**config.mk**
```make
export PLATFORM = sky130hd
export DESIGN_NAME = decoder_in_frame_sched
export DESIGN_NICKNAME = d
export VERILOG_FILES = /design/src/rtl/decoder_in_frame_sched.sv
export SDC_FILE = /design/constraint.sdc
export NUM_CORES = 1
export LEC_CHECK = 0
export CELL_PAD_IN_SITES_DETAIL_PLACEMENT = 0
export CELL_PAD_IN_SITES_GLOBAL_PLACEMENT = 1
export CORE_AREA = 2 2 122 100
export DETAILED_ROUTE_END_ITERATION = 8
export DIE_AREA = 0 0 124 102
export PLACE_DENSITY_LB_ADDON = 0.1
export SYNTH_ARGS = -nofsm -noshare
export SYNTH_HDL_FRONTEND = slang
export SYNTH_SLANG_ARGS = --single-unit
```
**constraint.sdc**
```tcl
create_clock -name clk -period 9 [get_ports clk]
set_clock_uncertainty 0.2 [all_clocks]
set_input_delay 2.25 -clock clk [delete_from_list [all_inputs] [get_ports clk]]
set_output_delay 2.25 -clock clk [all_outputs]
set_load 0.01 [all_outputs]
```
**src/rtl/decoder_in_frame_sched.sv**
```systemverilog
// decoder_in_frame_sched: gates one frame of serial bits (payload + zero tail + even pad) into the RX S2P FIFO
module decoder_in_frame_sched #(
    parameter int LEN_W     = 16,
    parameter int TAIL_BITS = 12,
    parameter int AVAIL_W   = 9,
    parameter int MIN_AVAIL = 16
) (
    input  logic               clk,
    input  logic               rst,
    input  logic               frm_start,
    input  logic [LEN_W-1:0]   frm_len,
    input  logic               s_din,
    input  logic               s_vld,
    output logic               s_rdy,
    output logic               m_dout,
    output logic               m_vld,
    input  logic               m_rdy,
    input  logic [AVAIL_W-1:0] fifo_avail,
    output logic               busy,
    output logic [LEN_W:0]     bit_cnt,
    output logic               frm_done,
    output logic               err_len,
    output logic               err_ovr
);
    typedef enum logic [2:0] {IDLE, WAIT_ROOM, PAYLOAD, TAIL, DONE} state_t;
    state_t state, state_nx;
    logic [LEN_W-1:0] len_q;
    logic [LEN_W:0] tail_q, pay_last, tot_last;
    logic accept, xfer;
    // Last-bit indices are formed one bit wider than frm_len so payload + tail never wraps
    assign pay_last = {1'b0, len_q} - (LEN_W+1)'(1);
    assign tot_last = {1'b0, len_q} + tail_q - (LEN_W+1)'(1);
    assign accept   = state == IDLE && frm_start && frm_len != '0;
    assign xfer     = m_vld & m_rdy;
    assign busy     = state != IDLE;
    assign frm_done = state == DONE;
    // Next-state and handshake outputs; PAYLOAD is a zero-latency pass-through
    always_comb begin
        state_nx = state;
        s_rdy    = 1'b0;
        m_vld    = 1'b0;
        m_dout   = 1'b0;
        case (state)
            IDLE:      state_nx = accept ? WAIT_ROOM : IDLE;
            WAIT_ROOM: state_nx = fifo_avail >= AVAIL_W'(MIN_AVAIL) ? PAYLOAD : WAIT_ROOM;
            PAYLOAD: begin
                m_dout   = s_din;
                m_vld    = s_vld;
                s_rdy    = m_rdy;
                state_nx = (s_vld && m_rdy && bit_cnt == pay_last) ? (tail_q != '0 ? TAIL : DONE) : PAYLOAD;
            end
            TAIL: begin
                m_vld    = 1'b1;
                state_nx = (m_rdy && bit_cnt == tot_last) ? DONE : TAIL;
            end
            DONE:      state_nx = IDLE;
            default:   state_nx = IDLE;
        endcase
    end
    // State, frame parameters, bit counter and registered error pulses
    always_ff @(posedge clk or posedge rst) begin
        if (rst) begin
            state   <= IDLE;
            len_q   <= '0;
            tail_q  <= '0;
            bit_cnt <= '0;
            err_len <= 1'b0;
            err_ovr <= 1'b0;
        end else begin
            state   <= state_nx;
            err_len <= state == IDLE && frm_start && frm_len == '0;
            err_ovr <= state != IDLE && frm_start;
            if (accept) begin
                len_q   <= frm_len;
                tail_q  <= (LEN_W+1)'(TAIL_BITS) + (LEN_W+1)'(frm_len[0]);
                bit_cnt <= '0;
            end else if (xfer) begin
                bit_cnt <= bit_cnt + (LEN_W+1)'(1);
            end
        end
    end
endmodule

```
==> metrics.md, run 1 <==
| Metric | Value |
|---|---|
| Outcome | complete, no violations |
| Setup crit start kind | primary input |
| Post-synth EDFFs | 0 |
| DIE AREA | 12600 um^2 |
| Reg-to-reg startpoint | len_q[2] |
| Core region area | approximately 11000 um^2 |
| Die width | about 120 um |
| Final Worst Setup Slack | roughly 3.1 ns |
| Vias/cell | between 5 and 6 |
| Router iterations before antenna repair | 4 |
| Gr usage total | between 10% and 20% |
| Reg-to-Reg End | state[1] |
| Worst skew pair latency | just under 0.3 ns |
| Largest net degree at the start of global routing | 50 |
| Worst EP required | approximately 6.6 ns |
| Final HPWL DP | approximately 9.6 mm |
| Most common cell after layout, fill and taps aside | clkdlybuf4s50_1 |
| Crit path capture | s_rdy |
| Sequential Power Share | about two fifths |
| Relative slew slack | a little over a fifth |
| Crit share post-route | about two thirds |
| Congestion Overflow GR | 0 |
| Syn. warnings | 0 |
| Number of CTS-inserted buffers | 5 |
| Drt total wl | around 12 mm |
| Final number of hold-violating endpoints | 0 |
| Syn_nets | between 500 and 600 |
| Routed vias | around 3400 |
| Clk sinks | 39 |
| Primary FF master, synth | dfrtp_1 |
| Maximum VDD drop | around 0.11 mV |
| Ant. Diodes | 0 |
| Post-DRT Antenna Nets | 0 |
| Root buf cell | clkbuf_16 |
| FF+latch count, synth | 39 |
| Max_cap viols | 0 |
| Share of total power in combinational logic | between 20% and 30% |
| GP Congestion | roughly 0.91 |
| Resized cells post-CTS | 0 |
| Reg-to-reg slack, setup | just over 5 ns |
| Synthesized area per cell | about 8.3 um^2 |
| Setup bufs post-CTS | 0 |
| Pint | 0.394 mW |
| R2R depth | 12 |
| Worst-path clk slew | around 0.060 ns |
| Antenna violations before repair | 0 |
| Worst Setup Path Type | primary input to output port |
| Final Net Count | around 600 |
| Setup_tns | 0 ns |
| F_max | roughly 170 MHz |
| Post-synthesis cell count | ~470 |
| DRC | 0 |
| Fin crit period | around 5.9 ns |
| Layout cells sized above 1 | under 10% |
| Setup violators final | 0 |
| Final instance area | 4710 um^2 |
| IO Pins | 55 |
| Critical path origin | m_rdy |
| Ys async rst share | between 90% and 100% |
| Place WS | roughly 3 ns |
| First-pass GRT wire length | approximately 19 mm |
| Most frequent cells in the layout | clkdlybuf4s50_1 (50), nor2_1 (44), ha_1 (40) |
| CTS tree | yes |
| Sequential-to-total area share from yosys stat | between 20% and 30% |
| WP data arrival | 3.45 ns |
| Slew @ Worst Pin | ~1.2 ns |
| Initial detailed-routing violation count | 267 |
| Critical path endpoint category | output port |
| Hold WC Path Type | flip-flop to flip-flop |
| Clock power frac | 35.7% |
| Worst hold slack | 0.383 ns |
| Placed inst area | 4540 um^2 |
| Max Transition Viols Final | 0 |
| Die Height | around 100 um |
| Number of global-route vias before repair | between 3000 and 4000 |
| Multi-input gate area | ~2700 um^2 |
| Reg area | about 1000 um^2 |
| Row count | 35 |
| H-tree depth | 2 |
| Netlist cell types | roughly 60 |
| Drt wl/cell | about 18 um |
| Layout area overhead | 20.6% |
| Clk buf depth | 2 |
| Crit Path Max Fanout | 5 |
| Switching Fraction | 31.3% |
| Syn Std Cell Area | between 3000 and 4000 um^2 |
| Fillers | roughly 1200 |
| Initial Util | between 30% and 40% |
| Static Leak | about 2.1 nW |
| RSZ-0062 raised after global routing | false |
| Input/output buffers | 50 |
| P per Cell Area | 122 nW/um^2 |
| P_sw | 0.180 mW |
| CTS Hold Bufs | 0 |
[synth_stat cells (3+ instances only)]
cell | count | area, um^2
nor2b_1 | 10 | 62.6
and2_1 | 9 | 56.3
o2111ai_1 | 3 | 26.3
nor2_1 | 44 | 165
or3_1 | 3 | 18.8
o31ai_1 | 3 | 22.5
a211oi_1 | 5 | 37.5
clkbuf_1 | 14 | 52.6
o21a_1 | 4 | 30.0
nand2_1 | 37 | 139
o211ai_1 | 7 | 52.6
nand2b_1 | 4 | 25.0
inv_1 | 38 | 143
nand3_1 | 12 | 60.1
nor4_1 | 10 | 62.6
or4_1 | 4 | 30.0
o21ai_0 | 28 | 140
dfrtp_1 | 39 | 976
xnor2_1 | 29 | 254
nand4_1 | 10 | 62.6
a21boi_0 | 4 | 30.0
ha_1 | 40 | 500
o211a_1 | 3 | 30.0
mux2i_1 | 6 | 60.1
a21oi_1 | 18 | 90.1
a21o_1 | 4 | 30.0
nor3b_1 | 4 | 30.0
xor2_1 | 28 | 245
nor3_1 | 10 | 50.1
[metal layers]
| metal | wire [um] | track usage (%) | part of all wire, % |
|---|---|---|---|
| met5 | 0 | 0 | 0 |
| met4 | 133 | 4.06 | 1.1 |
| met1 | 6470 | 31.5 | 55 |
| met3 | 417 | 2.73 | 3.5 |
| met2 | 4790 | 28.6 | 41 |
[logic make-up (layout without fill, tap and decap cells)]
| group | count (synthesis) | after routing | synth area share [%] |
|---|---|---|---|
| and+or+nand+nor | 174 | 174 | 24.1 |
| AOI/OAI and AO/OA | 96 | 96 | 17.4 |
| xor gates and xnor gates | 57 | 57 | 12.8 |
| buffers and inverters | 54 | 97 | 5.23 |
| adders and majority gates | 41 | 41 | 13.3 |
| DFF | 39 | 39 | 25.0 |
| muxes | 8 | 8 | 2.12 |
[power by group through the flow]
stage / logic (mW) / clock network (mW) / registers [mW]
2_1_floorplan: 0.0841 / 0 / 0.215
3_3_place_gp: 0.140 / 0 / 0.230
3_5_place_dp: 0.141 / 0 / 0.230
4_1_cts: 0.142 / 0.210 / 0.227
5_1_grt: 0.154 / 0.219 / 0.232
6_report: 0.140 / 0.205 / 0.229
[through the flow]
stage               power (mW)  std cells  utilization, %
CTS                      0.579        660            41.3
floorplan                0.299        469               -
finish                   0.574        660            41.3
global placement         0.370        653            39.9
detailed placement       0.371        653            39.9
global route             0.605        660            41.3
[cell type report]
class	count	area share [%]
timing repair buffer	52	11.0
clock buffer	5	2.66
clock inverter	2	0.797
inverter	38	3.03
multi-input combinational	376	57.9
tap	148	3.93
sequential	39	20.7
[registers in the layout, indices dropped and copies added, names as in the netlist]
| name | cells |
|---|---|
| tail_q | 1 |
| bit_cnt | 17 |
| err_ovr | 1 |
| err_len | 1 |
| state | 3 |
| len_q | 16 |
[critical path, stage by stage]
cell             delay (ns)
clkdlybuf4s50_1        0.54
and2_1                 0.14
clkdlybuf4s50_1        0.52
[worst min path at each step]
| stage | from | end | slack [ns] | depth (start not counted) |
|---|---|---|---|---|
| 2_1_floorplan | tail_q[2] | tail_q[2] | 0.27 | 2 |
| 3_3_place_gp | tail_q[2] | tail_q[2] | 0.37 | 2 |
| 3_5_place_dp | tail_q[2] | tail_q[2] | 0.38 | 2 |
| 4_1_cts | tail_q[2] | tail_q[2] | 0.39 | 2 |
| 5_1_grt | tail_q[2] | tail_q[2] | 0.42 | 2 |
| 6_report | tail_q[2] | tail_q[2] | 0.38 | 2 |
Power figures use the tool's default switching activity.
==> inputs of run 2 (changes only) <==
==> constraint.sdc (replaced) <==
create_clock -name clk -period 5.6 [get_ports clk]
set_clock_uncertainty 0.2 [all_clocks]
set_input_delay 1.4 -clock clk [delete_from_list [all_inputs] [get_ports clk]]
set_output_delay 1.4 -clock clk [all_outputs]
set_load 0.01 [all_outputs]
==> metrics.md, run 2 (same netlist as run 1, synthesis figures left out) <==
| Metric | Value |
|---|---|
| Static Leak | 2.07 nW (+0.23%) |
| DRC | 0 (unchanged) |
| Fin crit period | 4.21 ns |
| GP Congestion | 0.891 (-1.6%) |
| P_sw | 0.280 mW (+56%) |
| Resized cells post-CTS | 0 (unchanged) |
| Reg area | 976 um^2 (unchanged) |
| Max Transition Viols Final | 0 (unchanged) |
| Post-DRT Antenna Nets | 0 (unchanged) |
| Worst hold slack | 0.374 ns (-0.00854 ns) |
| Most frequent cells in the layout | clkdlybuf4s50_1 (50), nor2_1 (44), ha_1 (40) |
| Clk buf depth | 2 (unchanged) |
| DIE AREA | 12600 um^2 (unchanged) |
| Total power | 0.915 mW (+59%) |
| Crit Path Max Fanout | 5 (unchanged) |
| Initial Util | 34.3% (unchanged) |
| Setup_tns | 0 ns (unchanged) |
| WP data arrival | 2.61 ns (-0.84 ns) |
| Input/output buffers | 50 (unchanged) |
| Setup bufs post-CTS | 0 (unchanged) |
| Relative slew slack | 58.1% (+37 points) |
| Number of global-route vias before repair | 3470 (+1.8%) |
| IO Pins | 55 (unchanged) |
| Final Net Count | 585 (+0.17%) |
| Slew @ Worst Pin | 0.621 ns (-0.553 ns) |
| CP most frequent cell | clkdlybuf4s50_1 |
| Setup crit start kind | primary input |
| Root buf cell | clkbuf_16 |
| Maximum VDD drop | 0.185 mV (+64%) |
| Largest net degree at the start of global routing | 50 (unchanged) |
| Drt wl/cell | 17.9 um (+0.16%) |
| Reg-to-reg slack, setup | 1.72 ns (-3.43 ns) |
| Clock power frac | 35.5% (-0.2 points) |
| Worst EP required | 4.00 ns (-2.55 ns) |
| Die width | 124 um (unchanged) |
| RSZ-0062 raised after global routing | false |
| Setup violators final | 0 (unchanged) |
| Critical path cell sequence | clkdlybuf4s50_1 -> and2_1 -> clkdlybuf4s50_1 |
| Final HPWL DP | 9.67 mm (+0.65%) |
| Outcome | complete, no violations |
| Most common cell after layout, fill and taps aside | clkdlybuf4s50_1 |
| Multi-input gate area | 2730 um^2 (unchanged) |
| Congestion Overflow GR | 0 (unchanged) |
| Worst Setup Path Type | primary input to output port |
| Reg with most FFs | bit_cnt |
| Max_cap viols | 0 (unchanged) |
| CP top delay family | buffers and inverters |
| Number of cells on the critical path | 3 (unchanged) |
| P per Cell Area | 194 nW/um^2 (+59%) |
| Initial detailed-routing violation count | 219 (-18%) |
| Critical path origin | m_rdy |
| Drt total wl | 11.8 mm (+0.31%) |
| Fillers | 1186 (+0.59%) |
| Worst skew pair latency | 0.28 ns (about the same) |
| Routed vias | 3443 (unchanged) |
| Critical path endpoint category | output port |
| Worst-path clk slew | 0.06 ns (about the same) |
| Largest register FFs | 17 (unchanged) |
| CTS Hold Bufs | 0 (unchanged) |
| First-pass GRT wire length | 18.8 mm (-0.94%) |
| Placed inst area | 4550 um^2 (+0.17%) |
| Gr usage total | 19.7% (-0.22 points) |
| Layout cells sized above 1 | 5.07% (+0.19 points) |
| H-tree depth | 2 (unchanged) |
| Ant. Diodes | 0 (unchanged) |
| CP max stage delay | 0.54 ns (about the same) |
| Row count | 35 (unchanged) |
| Switching Fraction | 30.7% (-0.66 points) |
| CTS tree | yes |
| Layout area overhead | 20.8% |
| Crit share post-route | 75.1% |
| Sequential Power Share | 39.8% (about the same) |
| Crit path buf inv count | 2 (unchanged) |
| Antenna violations before repair | 0 (unchanged) |
| Router iterations before antenna repair | 4 (unchanged) |
| CP max-delay cell | clkdlybuf4s50_1 |
| Final number of hold-violating endpoints | 0 (unchanged) |
| Hold WC Path Type | flip-flop to flip-flop |
| Number of CTS-inserted buffers | 5 (unchanged) |
| R2R depth | 12 (unchanged) |
| Biggest regs | bit_cnt x17, len_q x16, state x3 |
| Pint | 0.634 mW (+61%) |
| Vias/cell | 5.21 (-0.15%) |
| Die Height | 102 um (unchanged) |
| Final instance area | 4710 um^2 (+0.16%) |
| Reg-to-Reg End | state[1] |
| Clk sinks | 39 (unchanged) |
| Core region area | 11400 um^2 (unchanged) |
| Share of total power in combinational logic | 24.7% (+0.3 points) |
| Crit path capture | s_rdy |
| F_max | 238 MHz |
| Reg-to-reg startpoint | len_q[2] |
## run 2: worst min-delay path by stage
stage               startpoint         to  depth (start not counted)
global placement     tail_q[2]  tail_q[2]                          2
finish               tail_q[2]  tail_q[2]                          2
CTS                  tail_q[2]  tail_q[2]                          2
floorplan            tail_q[2]  tail_q[2]                          2
global route         tail_q[2]  tail_q[2]                          2
detailed placement   tail_q[2]  tail_q[2]                          2
## run 2: worst reg2reg max path, cell delays in order, from the launching register on
cell	delay, ns
dfrtp_1	0.42
inv_1	0.13
ha_1	0.30
inv_1	0.06
fa_1	0.45
xor2_1	0.19
xnor2_1	0.14
nand4_1	0.22
nor4bb_1	0.43
or4b_1	0.48
nor4_1	0.30
nand4_1	0.20
o211a_1	0.25
## run 2: layout make-up
class	instances	area share, %
Timing Repair Buffer	53	11.1
Multi-Input combinational cell	376	57.8
Inverter	38	3.03
Clock inverter	2	0.796
Tap cell	148	3.93
Clock buffer	5	2.65
Sequential cell	39	20.7
## run 2: per-stage QoR
stage / util [%] / instances / worst slack, ns
after floorplan: - / 469 / 2.34
after global placement: 40.0 / 654 / 1.41
after detailed placement: 40.0 / 654 / 1.39
after CTS: 41.4 / 661 / 1.39
after global routing: 41.4 / 661 / 1.29
final: 41.4 / 661 / 1.39
## run 2: power by group through the flow
stage / clock (mW) / combinational, mW / sequential (mW)
final: 0.325 / 0.226 / 0.364
after global routing: 0.347 / 0.249 / 0.370
after CTS: 0.334 / 0.229 / 0.364
after detailed placement: 0 / 0.228 / 0.369
after global placement: 0 / 0.227 / 0.370
after floorplan: 0 / 0.135 / 0.346
## run 2: layer usage
layer	global-route usage (%)	wire length [um]	share of wire, %
met1	30.0	6280	53
met2	29.4	4920	42
met3	3.18	541	4.6
met4	3.80	97	0.82
met5	0	0	0
==> inputs of run 3 (changes only) <==
==> constraint.sdc (replaced) <==
create_clock -name clk -period 3.7 [get_ports clk]
set_clock_uncertainty 0.2 [all_clocks]
set_input_delay 0.925 -clock clk [delete_from_list [all_inputs] [get_ports clk]]
set_output_delay 0.925 -clock clk [all_outputs]
set_load 0.01 [all_outputs]
==> metrics.md, run 3 (same netlist as run 1, synthesis figures left out) <==
| Metric | Value |
|---|---|
| Outcome | complete, no violations |
| Die width | 124 um (unchanged) |
| Layout area overhead | 24.3% |
| Largest register FFs | 17 (unchanged) |
| Max Transition Viols Final | 0 (unchanged) |
| Largest net degree at the start of global routing | 40 (-20%) |
| Initial detailed-routing violation count | 187 (-15%) |
| Most frequent cells in the layout | clkdlybuf4s50_1 (50), nor2_1 (44), ha_1 (39), dfrtp_1 (39), inv_1 (38) |
| Final Worst Setup Slack | 0.137 ns (-1.26 ns) |
| WHS Endpoint | tail_q[2] |
| Fin crit period | between 3 and 4 ns |
| Relative slew slack | 29.9% (-28 points) |
| IO Pins | 55 (unchanged) |
| Final Net Count | 599 (+2.4%) |
| Drt wl/cell | 17.5 um (-2.3%) |
| Ant. Diodes | 0 (unchanged) |
| Setup crit start kind | flip-flop |
| Drt total wl | 11.8 mm (-0.19%) |
| Worst Setup Path Type | flip-flop to flip-flop |
| Setup violators final | 0 (unchanged) |
| Clk buf depth | 2 (unchanged) |
| DRC | 0 (unchanged) |
| Crit Path Max Fanout | 5 (unchanged) |
| First-pass GRT wire length | 18.9 mm (+0.62%) |
| Cells after DPL | 666 (+1.8%) |
| Placed inst area | 4640 um^2 (+2.0%) |
| Worst-path clk slew | 0.06 ns (about the same) |
| Congestion Overflow GR | 0 (unchanged) |
| DIE AREA | 12600 um^2 (unchanged) |
| Worst hold path depth | 2 (unchanged) |
| Number of global-route vias before repair | 3454 (-0.46%) |
| Finished Core Util | 42.6% (+1.2 points) |
| Reg with most FFs | bit_cnt |
| Router iterations before antenna repair | 4 (unchanged) |
| P per Cell Area | 294 nW/um^2 (+52%) |
| Clk sinks | 39 (unchanged) |
| Max_cap viols | 0 (unchanged) |
| Reg-to-reg slack, setup | 0.14 ns (-1.58 ns) |
| Beginning of the worst hold path | tail_q[2] |
| Maximum VDD drop | 0.340 mV (+84%) |
| RSZ-0062 raised after global routing | false |
| Biggest regs | bit_cnt x17, len_q x16, state x3 |
| Setup_tns | 0 ns (unchanged) |
| Final instance area | 4850 um^2 (+2.9%) |
| Die Height | 102 um (unchanged) |
| Routed vias | 3504 (+1.8%) |
| Root buf cell | clkbuf_16 |
| Row count | 35 (unchanged) |
| Critical path endpoint category | flip-flop |
| Slew @ Worst Pin | 1.05 ns (+0.426 ns) |
| Reg-to-Reg End | state[0] |
| Number of CTS-inserted buffers | 5 (unchanged) |
| Final HPWL DP | 9.78 mm (+1.2%) |
| Initial Util | 34.3% (unchanged) |
| Layout cells sized above 1 | 8.92% (+3.9 points) |
| H-tree depth | 2 (unchanged) |
| Static Leak | 2.14 nW (+3.2%) |
| Reg-to-reg startpoint | tail_q[2] |
| Post-DRT Antenna Nets | 0 (unchanged) |
| Crit share post-route | between 90% and 100% |
| F_max | approximately 280 MHz |
| CTS tree | yes |
| Input/output buffers | 50 (unchanged) |
| GP Congestion | 0.872 (-2.1%) |
| Final number of hold-violating endpoints | 0 (unchanged) |
| Worst EP required | 3.66 ns (-0.34 ns) |
| WP data arrival | 3.52 ns (+0.91 ns) |
| Most common cell after layout, fill and taps aside | clkdlybuf4s50_1 |
| Worst skew pair latency | 0.28 ns (about the same) |
| Non-Filler Instances | 675 (+2.1%) |
| Core region area | 11400 um^2 (unchanged) |
| Vias/cell | 5.19 (-0.34%) |
| Gr usage total | 19.8% (+0.094 points) |
| R2R depth | 12 (unchanged) |
| Place WS | 0.0560 ns (-1.34 ns) |
| Antenna violations before repair | 0 (unchanged) |
| Hold WC Path Type | flip-flop to flip-flop |
| CTS Hold Bufs | 0 (unchanged) |
-- run 3: changes by cell type in the layout (fill, tap and decap cells not counted), sizes merged --
cell | previous run | this run
buf | 3 | 17
-- run 3: through the flow --
stage                     hold slack, ns  power (mW)
after CTS                          0.377        1.43
final                              0.364        1.43
after floorplan                    0.271       0.728
after global placement             0.364       0.928
after detailed placement           0.361       0.928
after global routing               0.393        1.49
-- run 3: repair_timing --
action                     4_1_cts  5_1_grt
setup buffers                    0        2
resized for setup                0        9
setup endpoints to repair        0        3
-- run 3: worst max-delay path by stage --
stage / from / cells past startpoint / end
final: tail_q[2] / 12 / state[0]
after global routing: tail_q[2] / 12 / state[0]
after floorplan: len_q[3] / 12 / state[0]
after global placement: m_rdy / 8 / state[1]
after detailed placement: s_vld / 8 / state[1]
after CTS: tail_q[2] / 12 / state[1]
-- run 3: report_power, final --
group          leakage [nW]  switching [mW]  internal [mW]
Clock                0.0759           0.186          0.315
Combinational          1.63           0.173          0.208
Sequential            0.432          0.0856          0.461
-- run 3: critical path, cell delays in order, from the launching register on --
cell and delay (ns):
dfrtp_1 0.37, inv_1 0.17, ha_1 0.18, inv_1 0.04, ha_1 0.38, or3b_4 0.45, nor2_8 0.16, nor4_2 0.07
or4_1 0.47, a21o_1 0.22, a2111oi_4 0.27, a211oi_1 0.11, or3_1 0.36
-- run 3: metal layers --
metal / wire (um) / global-route usage [%] / vias up
met4: 248 / 5.53 / 0
li1: - / - / 1755
met1: 6360 / 30.5 / 1656
met2: 4740 / 28.9 / 76
met5: 0 / 0 / -
met3: 474 / 2.34 / 17
-- run 3: cell type report --
class	count	area [um^2]
multi-input combinational	376	2760
fill	1171	6530
sequential	39	976
tap	148	185
clock buffer	5	125
clock inverter	2	37.5
timing repair buffer	67	628
inverter	38	143
